**src/rtl/ttt_pkg.sv**
```systemverilog
// Shared tic-tac-toe definitions: board size, switch-to-tile wiring, move FSM states.
package ttt_pkg;

  localparam int unsigned N_TILES    = 9;
  localparam int unsigned TILE_IDX_W = 4;

  // Switch number feeding each tile; each board row is mirrored left-to-right.
  localparam logic [TILE_IDX_W-1:0] TILE_TO_SW [N_TILES] = '{
    4'd2, 4'd1, 4'd0,
    4'd5, 4'd4, 4'd3,
    4'd8, 4'd7, 4'd6
  };

  typedef enum logic [1:0] {
    IDLE,
    ISSUE,
    GUARD
  } move_state_e;

  // Index of the highest set bit; 0 for an empty vector.
  function automatic logic [TILE_IDX_W-1:0] highest_tile(input logic [N_TILES-1:0] v);
    logic [TILE_IDX_W-1:0] idx;
    idx = '0;
    for (int unsigned t = 0; t < N_TILES; t++) begin
      if (v[t]) idx = TILE_IDX_W'(t);
    end
    return idx;
  endfunction

endpackage

```
**src/rtl/switch_debounce.sv**
```systemverilog
// One board switch: 2-FF synchroniser followed by a hold-time debounce counter.
module switch_debounce
  import ttt_pkg::*;
#(
  parameter int unsigned DEBOUNCE_CYCLES = 1000000
) (
  input  logic clk,
  input  logic reset,
  input  logic sw_i,
  output logic stable_o
);

  localparam int unsigned CNT_W = $clog2(DEBOUNCE_CYCLES);

  logic [1:0]       sync_q;
  logic [CNT_W-1:0] cnt_q;
  logic             stable_q;
  logic             differ;

  assign differ   = sync_q[1] ^ stable_q;
  assign stable_o = stable_q;

  // Bring the raw switch into the clk domain.
  always_ff @(posedge clk or posedge reset) begin
    if (reset) sync_q <= '0;
    else       sync_q <= {sync_q[0], sw_i};
  end

  // Accept a new level only after it has differed for DEBOUNCE_CYCLES consecutive cycles.
  always_ff @(posedge clk or posedge reset) begin
    if (reset) begin
      cnt_q    <= '0;
      stable_q <= 1'b0;
    end else if (!differ) begin
      cnt_q    <= '0;
    end else if (cnt_q == CNT_W'(DEBOUNCE_CYCLES - 1)) begin
      cnt_q    <= '0;
      stable_q <= ~stable_q;
    end else begin
      cnt_q    <= cnt_q + CNT_W'(1);
    end
  end

endmodule

```
**src/rtl/move_input_conditioner.sv**
```systemverilog
// Turns nine bouncing board switches into one-at-a-time move requests with a valid/ack handshake.
module move_input_conditioner
  import ttt_pkg::*;
#(
  parameter int unsigned DEBOUNCE_CYCLES = 1000000
) (
  input  logic                  clk,
  input  logic                  reset,
  input  logic [N_TILES-1:0]    switches,
  input  logic [N_TILES-1:0]    tile_free,
  input  logic                  game_over,
  input  logic                  move_ack,
  output logic                  move_valid,
  output logic [N_TILES-1:0]    move_onehot,
  output logic [TILE_IDX_W-1:0] move_idx,
  output logic                  move_reject,
  output logic [N_TILES-1:0]    stable_sw
);

  logic [N_TILES-1:0]    stable_q;
  logic [N_TILES-1:0]    rise;
  logic [N_TILES-1:0]    rise_t;
  logic [N_TILES-1:0]    pending_q;
  logic [N_TILES-1:0]    pending_d;
  logic [N_TILES-1:0]    sel_onehot;
  logic [N_TILES-1:0]    consumed;
  logic [TILE_IDX_W-1:0] sel_idx;
  move_state_e           state_q;

  // Per-switch synchroniser and debounce.
  for (genvar g = 0; g < N_TILES; g++) begin : g_deb
    switch_debounce #(
      .DEBOUNCE_CYCLES(DEBOUNCE_CYCLES)
    ) u_deb (
      .clk      (clk),
      .reset    (reset),
      .sw_i     (switches[g]),
      .stable_o (stable_sw[g])
    );
  end

  assign rise = stable_sw & ~stable_q;

  // Reorder switch rises into tile order.
  for (genvar t = 0; t < N_TILES; t++) begin : g_map
    assign rise_t[t] = rise[TILE_TO_SW[t]];
  end

  // Pick the highest pending tile; it is consumed whenever the FSM is idle.
  always_comb begin
    sel_idx    = highest_tile(pending_q);
    sel_onehot = N_TILES'(1) << sel_idx;
    consumed   = '0;
    if (state_q == IDLE && |pending_q) consumed = sel_onehot;
    pending_d  = (pending_q | rise_t) & ~consumed;
  end

  // Edge history and buffered presses.
  always_ff @(posedge clk or posedge reset) begin
    if (reset) begin
      stable_q  <= '0;
      pending_q <= '0;
    end else begin
      stable_q  <= stable_sw;
      pending_q <= pending_d;
    end
  end

  // Move handshake FSM with registered outputs; ack wins over a same-cycle game_over.
  always_ff @(posedge clk or posedge reset) begin
    if (reset) begin
      state_q     <= IDLE;
      move_valid  <= 1'b0;
      move_onehot <= '0;
      move_idx    <= '0;
      move_reject <= 1'b0;
    end else begin
      move_reject <= 1'b0;
      case (state_q)
        IDLE: begin
          if (|pending_q) begin
            if (!game_over && tile_free[sel_idx]) begin
              state_q     <= ISSUE;
              move_valid  <= 1'b1;
              move_onehot <= sel_onehot;
              move_idx    <= sel_idx;
            end else begin
              move_reject <= 1'b1;
            end
          end
        end
        ISSUE: begin
          if (move_ack) begin
            state_q     <= GUARD;
            move_valid  <= 1'b0;
            move_onehot <= '0;
            move_idx    <= '0;
          end else if (game_over) begin
            state_q     <= IDLE;
            move_valid  <= 1'b0;
            move_onehot <= '0;
            move_idx    <= '0;
            move_reject <= 1'b1;
          end
        end
        GUARD: begin
          state_q <= IDLE;
        end
        default: begin
          state_q <= IDLE;
        end
      endcase
    end
  end

endmodule
```
**config.mk**
```make
export PLATFORM = sky130hd
export DESIGN_NAME = move_input_conditioner
export DESIGN_NICKNAME = d
export VERILOG_FILES = /design/src/rtl/ttt_pkg.sv /design/src/rtl/switch_debounce.sv /design/src/rtl/move_input_conditioner.sv
export SDC_FILE = /design/constraint.sdc
export NUM_CORES = 1
export LEC_CHECK = 0
export ABC_AREA = 1
export BUFFER_PORTS_ARGS = -buffer_cell sky130_fd_sc_hd__clkbuf_2
export CORE_MARGIN = 10
export CORE_UTILIZATION = 54
export CTS_CLUSTER_SIZE = 12
export DETAILED_ROUTE_END_ITERATION = 8
export GPL_TIMING_DRIVEN = 0
export PLACE_DENSITY = 0.74
export SLEW_MARGIN = 20
export SYNTH_ARGS = -nofsm -noshare
export SYNTH_HDL_FRONTEND = slang
export SYNTH_SLANG_ARGS = --single-unit
```
**constraint.sdc**
```tcl
create_clock -name clk -period 8 [get_ports clk]
set_input_delay 0.8 -clock clk [delete_from_list [all_inputs] [get_ports clk]]
set_output_delay 0.8 -clock clk [all_outputs]
set_load 0.01 [all_outputs]
```
=== Word level (Yosys, flattened, before mapping) ===
Cells that the tools add are included.

* Bits in registers: 242
* Word-level logic and storage cells: 152

* Add/sub/neg operators: 9
* $lt $le $gt $ge: 1
* Equality and inequality tests: 13
* Shift operators: 1
* Multiplexer cells: 54
* Bitwise gates (word level): 23
* Reduce and logical (&&, ||, !) cells: 17

{| class="wikitable"
|+ Operators with widths
! cell !! number
|-
| $mux W20 || 18
|-
| $add A20 B1 Y20 const B || 9
|-
| $eq A20 B20 Y1 const B || 9
|-
| $mux W9 || 5
|-
| $mux W4 || 11
|-
| $and A9 B9 Y9 || 2
|-
| $not A9 Y9 || 2
|-
| $pmux W9 S2 || 1
|-
| $reduce_and A2 Y1 || 9
|-
| $mux W1 || 10
|-
| $not A1 Y1 || 9
|-
| $or A9 B9 Y9 || 1
|-
| $reduce_or A9 Y1 || 1
|-
| $shl A1 B4 Y9 const A || 1
|-
| $xor A1 B1 Y1 || 9
|-
| $mux W2 || 4
|-
| $pmux W4 S2 || 1
|-
| $lt A4 B5 Y1 const B || 1
|-
| $bmux W1 S4 || 1
|-
| $ne A2 B1 Y1 const B || 2
|-
| $pmux W1 S2 || 2
|-
| $pmux W2 S2 || 1
|-
| $reduce_and A4 Y1 || 1
|-
| $ne A3 B3 Y1 const B || 1
|-
| other kinds (6) || 7
|}

=== Longest topological paths before layout ===
Gate-level depths: netlist of run 1.

* Depth after elaboration: 14
* Gate-level depth with buffers: 19
* Gate-level depth less buffers: 18

=== Hierarchy ===
From an unflattened synthesis of run 1, not the netlist that was laid out.

* Cell total of the unflattened synthesis: 1659
* Area total of the unflattened synthesis: 13285.2 um2

{| class="wikitable"
|+ By module, submodules not included
! module !! times used !! cells each !! area an instance (um2) !! sequential area each (um2)
|-
| switch_debounce || 9 || 162 || 1291.2 || 575.6
|-
| move_input_conditioner || 1 || 201 || 1664.1 || 850.8
|}

=== Worst setup path after synthesis of run 1 ===
No wires, ideal clock.

* Path kind: register -> register
* From: register g_deb[2].u_deb.cnt_q[0]
* To: register g_deb[2].u_deb.cnt_q[16]
* Library setup time: 134 ps
* Arrival time: 1688 ps
* Data required time: 7866 ps
* Path slack: 6178 ps
* Stages on the path, launching flop included: 12
* Clock period less this slack: 1822 ps
* Cell sequence: dfrtp_1 > ha_1 > nand3_2 > nor3_4 > nand2_2 > nor2_4 > nand2_4 > nor2_4 > nand3_4 > nor3b_4 > and3_1 > nor3_2

* Longest elaborated chain between the ends: 3

{| class="wikitable"
|+ Ends and longest elaborated chain
! item !! RTL line !! text
|-
| start, declared || switch_debounce.sv:16 || <nowiki>logic [CNT_W-1:0] cnt_q;</nowiki>
|-
| start signal, assigned || switch_debounce.sv:40 || <nowiki>cnt_q <= cnt_q + CNT_W'(1);</nowiki>
|-
| $add A20 B1 Y20 / $eq A20 B20 Y1 (equally long branches) || switch_debounce.sv:40, switch_debounce.sv:36 ||
|-
| $mux W20 (*) || switch_debounce.sv:36 || <nowiki>end else if (cnt_q == CNT_W'(DEBOUNCE_CYCLES - 1)) begin</nowiki>
|-
| $mux W20 (*) || switch_debounce.sv:34 || <nowiki>end else if (!differ) begin</nowiki>
|}

Mark *: on every way between the ends. The rest lies on a longest branch, timed or not.
A chain may end at the register's enable or synchronous reset.

=== Worst setup path in the final report of run 1 ===
* From: register g_deb[1].u_deb.cnt_q[0]
* To: register g_deb[1].u_deb.cnt_q[16]

* Longest elaborated chain between the ends: 3

{| class="wikitable"
|+ Ends and longest elaborated chain
! item !! RTL line
|-
| start, declared || switch_debounce.sv:16
|-
| start signal, assigned || switch_debounce.sv:40
|-
| $add A20 B1 Y20 / $eq A20 B20 Y1 (equally long branches) || switch_debounce.sv:40, switch_debounce.sv:36
|-
| $mux W20 (*) || switch_debounce.sv:36
|-
| $mux W20 (*) || switch_debounce.sv:34
|}

Marks and branches as above.

==> results of run 1 <==
[worst paths after layout]
path,from,to,slack (ps),cells past startpoint
max in group asynchronous,reset,stable_q[2],6810,3
worst max-delay path,g_deb[1].u_deb.cnt_q[0],g_deb[1].u_deb.cnt_q[16],5850,13
min in group clk,g_deb[2].u_deb.sync_q[0],g_deb[2].u_deb.sync_q[1],350,0
worst min register to register,g_deb[2].u_deb.sync_q[0],g_deb[2].u_deb.sync_q[1],350,0
worst max register to register,g_deb[1].u_deb.cnt_q[0],g_deb[1].u_deb.cnt_q[16],5850,13
worst min-delay path,reset,g_deb[4].u_deb.sync_q[0],330,2
[layout make-up]
type,count,area [um2],share of cell area
well taps,275,344,0.0263
clock buffers,40,774,0.0593
multi-input cells,869,4710,0.360
clock inverters,8,75.1,0.00574
plain buffers,22,133,0.0101
repair buffers,47,280,0.0214
inverters,191,724,0.0554
flip-flops and latches,241,6030,0.461
[cells in the mapped netlist (14+ instances only)]
master   number  area (um2)
a21oi_1      84         420
nor3_2       16         160
nand3_1      78         390
nor3_1       65         325
xnor2_1      14         123
inv_1       185         694
xor2_1       39         342
o21ai_0      36         180
nor2_1      175         657
nand2_1     190         713
nor4_1       23         144
dfrtp_1     241        6030
o21a_1       15         113
nand4_1      29         181
nor2_2       18         113
[critical path, stage by stage (launching register included)]
cell and delay, ps:
dfrtp_1 370, ha_1 190, nand2_1 80, nor2_1 160
nand2_1 130, nor2_2 180, nand2_1 90, nor2_1 120
nand3_1 120, nor4_2 190, and2_1 210, nand3_1 80
nand2_1 60, nor2_1 40
[sequential cells by signal, indices dropped and copies added (netlist names)]
name                  flops
g_deb.u_deb.cnt_q       180
g_deb.u_deb.sync_q       18
g_deb.u_deb.stable_o      9
move_onehot               9
pending_q                 9
stable_q                  9
move_idx                  3
state_q                   2
move_reject               1
move_valid                1
[stage by stage]
step           std cells  utilization  hold WS (ps)  TNS (ps)
2_1_floorplan       1323            -           331         0
3_3_place_gp        1643        0.577           334   -485010
3_5_place_dp        1645        0.580           338         0
4_1_cts             1693        0.620           349         0
5_1_grt             1693        0.620           357         0
6_report            1693        0.620           329         0
[cell families after synthesis]
group / count (synthesis)
AND/OR/NAND/NOR: 646
XOR/XNOR: 53
flip-flops: 241
multiplexers: 7
AO/OA/AOI/OAI: 154
adder cells (fa/ha/maj): 9
buffers and inverters: 213
[metal layers]
metal / up-vias / GRT usage / routed length (um)
met5: - / 0 / 0
met4: 0 / 0.0424 / 463
met3: 42 / 0.0249 / 762
met2: 117 / 0.264 / 10500
met1: 4223 / 0.220 / 10800
li1: 4481 / - / -
[where the power goes]
| part | switching [mW] | internal, mW | total, mW |
|---|---|---|---|
| registers | 0.0151 | 1.24 | 1.26 |
| logic | 0.113 | 0.0478 | 0.161 |
| clock network | 0.474 | 0.700 | 1.17 |
| total | 0.602 | 1.99 | 2.59 |
==> results.py, run 1 <==
metrics = {
    "logic_synthesis": {
        "synthCells": 1323,
        "synth_top_family_by_area": "simple AND/OR/NAND/NOR gates",
        "syn_area_um2": 11600,
        "ys_ff_latch": 241,
        "synth-compound-area-share": 0.0740,
        "ys_seq_area_frac": 0.520,
        "synth-simple-area-share": 0.276,
        "synth_mux_area_frac": 0.00680,
        "synth-edff-count": 0,
        "synthAdderAreaFrac": 0.00972,
        "ys_warn_count": 0,
        "synth_nets": 1354,
        "async_flop_share": 1.00,
        "postSynthAreaPerCell_um2": 8.76,
        "synth_xor_area_frac": 0.0401,
        "synth.distinct_cells": 49,
        "synthFlopType": "dfrtp_1",
    },
    "floorplan": {
        "initial_core_util": 0.550,
        "core_um2": 21100,
        "placementRows": 53,
        "io_pins": 46,
        "die_w_um": 166,
        "die_y_um": 166,
        "die-area_um2": 27700,
    },
    "clock_network": {
        "insertion_delay_ps": 530,
        "htree_levels": 1,
        "root_buffer": "clkbuf_16",
        "cts_resized": 0,
        "path_clk_slew_ps": 60,
        "cts.sinks": 241,
        "clockBufferDepth": 3,
        "cts_made_buffers": 27,
        "cts_hold_buf": 0,
        "post_cts_buffers": 0,
        "cts_tree": "done",
    },
    "global_route": {
        "grt_pass1_vias": 8771,
        "grt_max_degree": 104,
        "overflow": 0,
        "grt_pass1_wl_um": 39800,
        "track_usage": 0.162,
        "antenna_found_initial": 0,
    },
    "critical_path": {
        "critPathCaptureType": "register",
        "worstPathArrival_ps": 2570,
        "cp-start-kind": "register",
        "crit_path_max_fanout": 4,
        "critPathKind": "reg2reg",
        "required_ps": 8420,
    },
    "timing": {
        "max_freq_ghz": 0.464,
        "period_needed_ps": 2150,
        "rsz0062_at_grt": "false",
        "fin_crit_sh": 0.269,
        "worst_slack_ps": 5850,
        "finalSetupViolCount": 0,
        "timing_hold_violations_final": 0,
        "worst_pin_slew_ps": 562,
        "slew_viol_final": 0,
        "worst_slew_margin_rel": 0.626,
        "fin_worst_skew_ps": 5.67,
    },
    "drt": {
        "drcViolationCount": 0,
        "firstDrtPassIters": 5,
        "detail_route.wl_per_cell_um": 13.3,
        "via_per_inst": 5.24,
        "num_vias": 8863,
        "ant_nets": 0,
        "first_iter_violations": 532,
        "drt_wl_total_um": 22500,
    },
    "finish": {
        "drive_gt1_frac": 0.132,
        "final_cell_mix": "dfrtp_1 (241), nand2_1 (190), inv_1 (184), nor2_1 (175), a21oi_1 (84)",
        "diodes": 0,
        "final_common_cell": "dfrtp_1",
        "fin_area_um2": 13100,
        "finalNetCount": 1430,
        "nFillCells": 1820,
        "area_growth_pct": 12.8,
    },
    "placed_design": {
        "place.gp.congestion": 0.868,
        "port_buffers": 45,
        "dp_hpwl_um": 16300,
        "post-place-ws_ps": 5930,
        "place_area_um2": 12200,
    },
    "pwr": {
        "power.leakage_nw": 6.01,
        "vdd_drop_max_mv": 0.166,
        "finalPower_mw": 2.59,
        "p_per_area_nw_per_um2": 198,
    },
    "flow_run": {
        "maxCapViolations": 0,
    },
    "min_path": {
        "hold_class": "in2async",
    },
    "run_status": {
        "outcome": "finished clean",
    },
}
(Power assumes the default switching activity.)
==> run 2: changes to the inputs <==
==> constraint.sdc (replaced) <==
create_clock -name clk -period 2.1 [get_ports clk]
set_input_delay 0.21 -clock clk [delete_from_list [all_inputs] [get_ports clk]]
set_output_delay 0.21 -clock clk [all_outputs]
set_load 0.01 [all_outputs]
==> results.py, run 2 (synthesis gave the netlist of run 1 again) <==
metrics = {
    "drt": {
        "highest_layer": "met4",
        "detail_route.wl_per_cell_um": 14.2,
        "route.met3.wl_um": 882,
        "drt-met1-wl_um": 11300,
        "via_per_inst": 5.28,
        "drcViolationCount": 0,
        "drt_wl_total_um": 24700,
        "firstDrtPassIters": 5,
        "num_vias": 9219,
        "met2_wirelength_um": 12000,
        "first_iter_violations": 395,
        "ant_nets": 0,
    },
    "timing": {
        "worst_pin_slew_ps": 597,
        "fin_crit_sh": 1.00,
        "worst_slack_ps": 0.201,
        "finalSetupViolCount": 0,
        "max_freq_ghz": 0.476,
        "slew_viol_final": 0,
        "worst_slew_margin_rel": 0.601,
        "hold_ws_ps": 163,
        "period_needed_ps": 2100,
        "fin_worst_skew_ps": 6.64,
        "timing_hold_violations_final": 0,
        "rsz0062_at_grt": "true",
    },
    "critical_path": {
        "worstPathArrival_ps": 2520,
        "cp-start-kind": "register",
        "crit_chain": "ha_2 -> nand2_2 -> nor2_4 -> nand2_2 -> nor2_4 -> nand2_4 -> nor2_4 -> nand3_2 -> nor4_4 -> and2_4 -> nand3_2 -> nand2_1 -> nor2_1",
        "crit_top_cell": "nor2_4",
        "cpMaxStageDelayCell": "dfrtp_1",
        "worst-path-buf-inv": 0,
        "worst-path-stages": 13,
        "rrSetupSlack_ps": 0.2,
        "required_ps": 2520,
        "critPathCaptureType": "register",
        "crit_path_max_fanout": 3,
        "startpoint": "g_deb[3].u_deb.cnt_q[0]",
        "critPathKind": "reg2reg",
        "cp_top_family": "simple AND/OR/NAND/NOR gates",
        "worst-r2r-cell-count": 13,
        "crit_path_end": "g_deb[3].u_deb.cnt_q[16]",
        "slowest_delay_ps": 370,
        "reg2reg_from": "g_deb[3].u_deb.cnt_q[0]",
        "r2r-end": "g_deb[3].u_deb.cnt_q[16]",
    },
    "finish": {
        "diodes": 0,
        "drive_gt1_frac": 0.197,
        "top_regs": "g_deb.u_deb.cnt_q x180, g_deb.u_deb.sync_q x18",
        "final_cell_mix": "dfrtp_1 (241), inv_1 (182), nand2_1 (173), nor2_1 (163), a21oi_1 (84)",
        "fin_area_um2": 14000,
        "largest_reg_flops": 180,
        "top_register": "g_deb.u_deb.cnt_q",
        "final_common_cell": "dfrtp_1",
        "fin_util": 0.663,
        "finalNetCount": 1485,
        "area_growth_pct": 20.6,
    },
    "placed_design": {
        "place_area_um2": 12300,
        "port_buffers": 45,
        "dp_hpwl_um": 16700,
        "post-place-ws_ps": 11.0,
        "place.gp.congestion": 0.835,
    },
    "pwr": {
        "power.leakage_nw": 6.54,
        "switchingPower_mw": 2.34,
        "clkPwrFrac": 0.441,
        "p_seq_frac": 0.481,
        "combPwrFrac": 0.077,
        "p_per_area_nw_per_um2": 716,
        "netSwitchingFraction": 0.234,
        "vdd_drop_max_mv": 0.556,
        "intPower_mw": 7.66,
    },
    "global_route": {
        "track_usage": 0.168,
        "grt_pass1_vias": 9054,
        "grt_max_degree": 36,
        "grt_pass1_wl_um": 41200,
        "antenna_found_initial": 0,
        "overflow": 0,
    },
    "clock_network": {
        "htree_levels": 1,
        "clockBufferDepth": 3,
        "cts_tree": "done",
        "path_clk_slew_ps": 60,
        "cts_made_buffers": 26,
        "root_buffer": "clkbuf_16",
        "insertion_delay_ps": 520,
        "cts.sinks": 241,
    },
    "floorplan": {
        "die_y_um": 166,
        "placementRows": 53,
        "initial_core_util": 0.550,
        "die-area_um2": 27700,
        "io_pins": 46,
        "die_w_um": 166,
        "core_um2": 21100,
    },
    "flow_run": {
        "maxCapViolations": 0,
    },
    "min_path": {
        "hold_class": "in2reg",
    },
    "run_status": {
        "outcome": "finished clean",
    },
}
run 2: changes by cell type in the layout (fill, tap and decap cells not counted), moves of 7 or more:
cell / before / now
nand2_2: 10 / 19
nand3_2: 4 / 13
buf_4: 11 / 49
nor2_4: 4 / 21
nand3_1: 78 / 67
buf_12: 0 / 7
dlygate4sd3_1: 0 / 12
nor2_1: 175 / 163
nand2_1: 190 / 173
nand2_4: 1 / 9
ha_1: 9 / 2
run 2: through the flow:
step / setup TNS [ps] / cells / power, mW
after floorplan: -306510 / 1323 / 5.30
after detailed placement: 0 / 1650 / 5.53
after global placement: -645140 / 1643 / 5.48
final: 0 / 1745 / 10.0
after global routing: -1280 / 1745 / 10.4
after CTS: 0 / 1712 / 9.97
run 2: repair_timing:
| item | CTS | global route |
|---|---|---|
| pin swaps | 7 | 47 |
| resized for setup | 9 | 99 |
| cloned | 0 | 1 |
| buffers inserted | 6 | 32 |
| hold endpoints to repair | 36 | 0 |
| endpoints found under the setup margin | 3 | 73 |
| hold buffers | 12 | 0 |
run 2: layout make-up:
type                    count  area [um2]
plain buffers              22         141
clock buffers              38         767
clock inverters             6        55.1
fillers                  1691        7120
inverters                 191         721
multi-input cells         869        5130
flip-flops and latches    241        6030
well taps                 275         344
repair buffers            103         778
run 2: metal layers:
layer	vias to the layer above	global-route usage
li1	4591	-
met1	4444	0.219
met2	142	0.282
met3	42	0.0294
met4	0	0.0481
met5	-	0
run 2: worst register-to-register path, cell delays in order, from the launching register on:
cell and delay, ps:
dfrtp_1 370, ha_2 200, nand2_2 80, nor2_4 140, nand2_2 90, nor2_4 160
nand2_4 80, nor2_4 130, nand3_2 110, nor4_4 290, and2_4 200, nand3_2 50
nand2_1 60, nor2_1 40
run 2: how the worst min path moves through the flow:
stage / start / to / cells past startpoint
detailed placement: reset / g_deb[8].u_deb.cnt_q[10] / 2
CTS: tile_free[8] / move_reject / 6
global route: tile_free[8] / move_reject / 6
floorplan: switches[0] / g_deb[0].u_deb.sync_q[0] / 0
finish: tile_free[8] / move_reject / 6
global placement: switches[0] / g_deb[0].u_deb.sync_q[0] / 1
run 2: power groups by stage:
stage	combinational, mW	sequential (mW)	clock, mW
floorplan	0.423	4.88	0
global placement	0.596	4.88	0
detailed placement	0.644	4.89	0
CTS	0.670	4.80	4.49
global route	0.873	4.82	4.69
finish	0.774	4.81	4.41
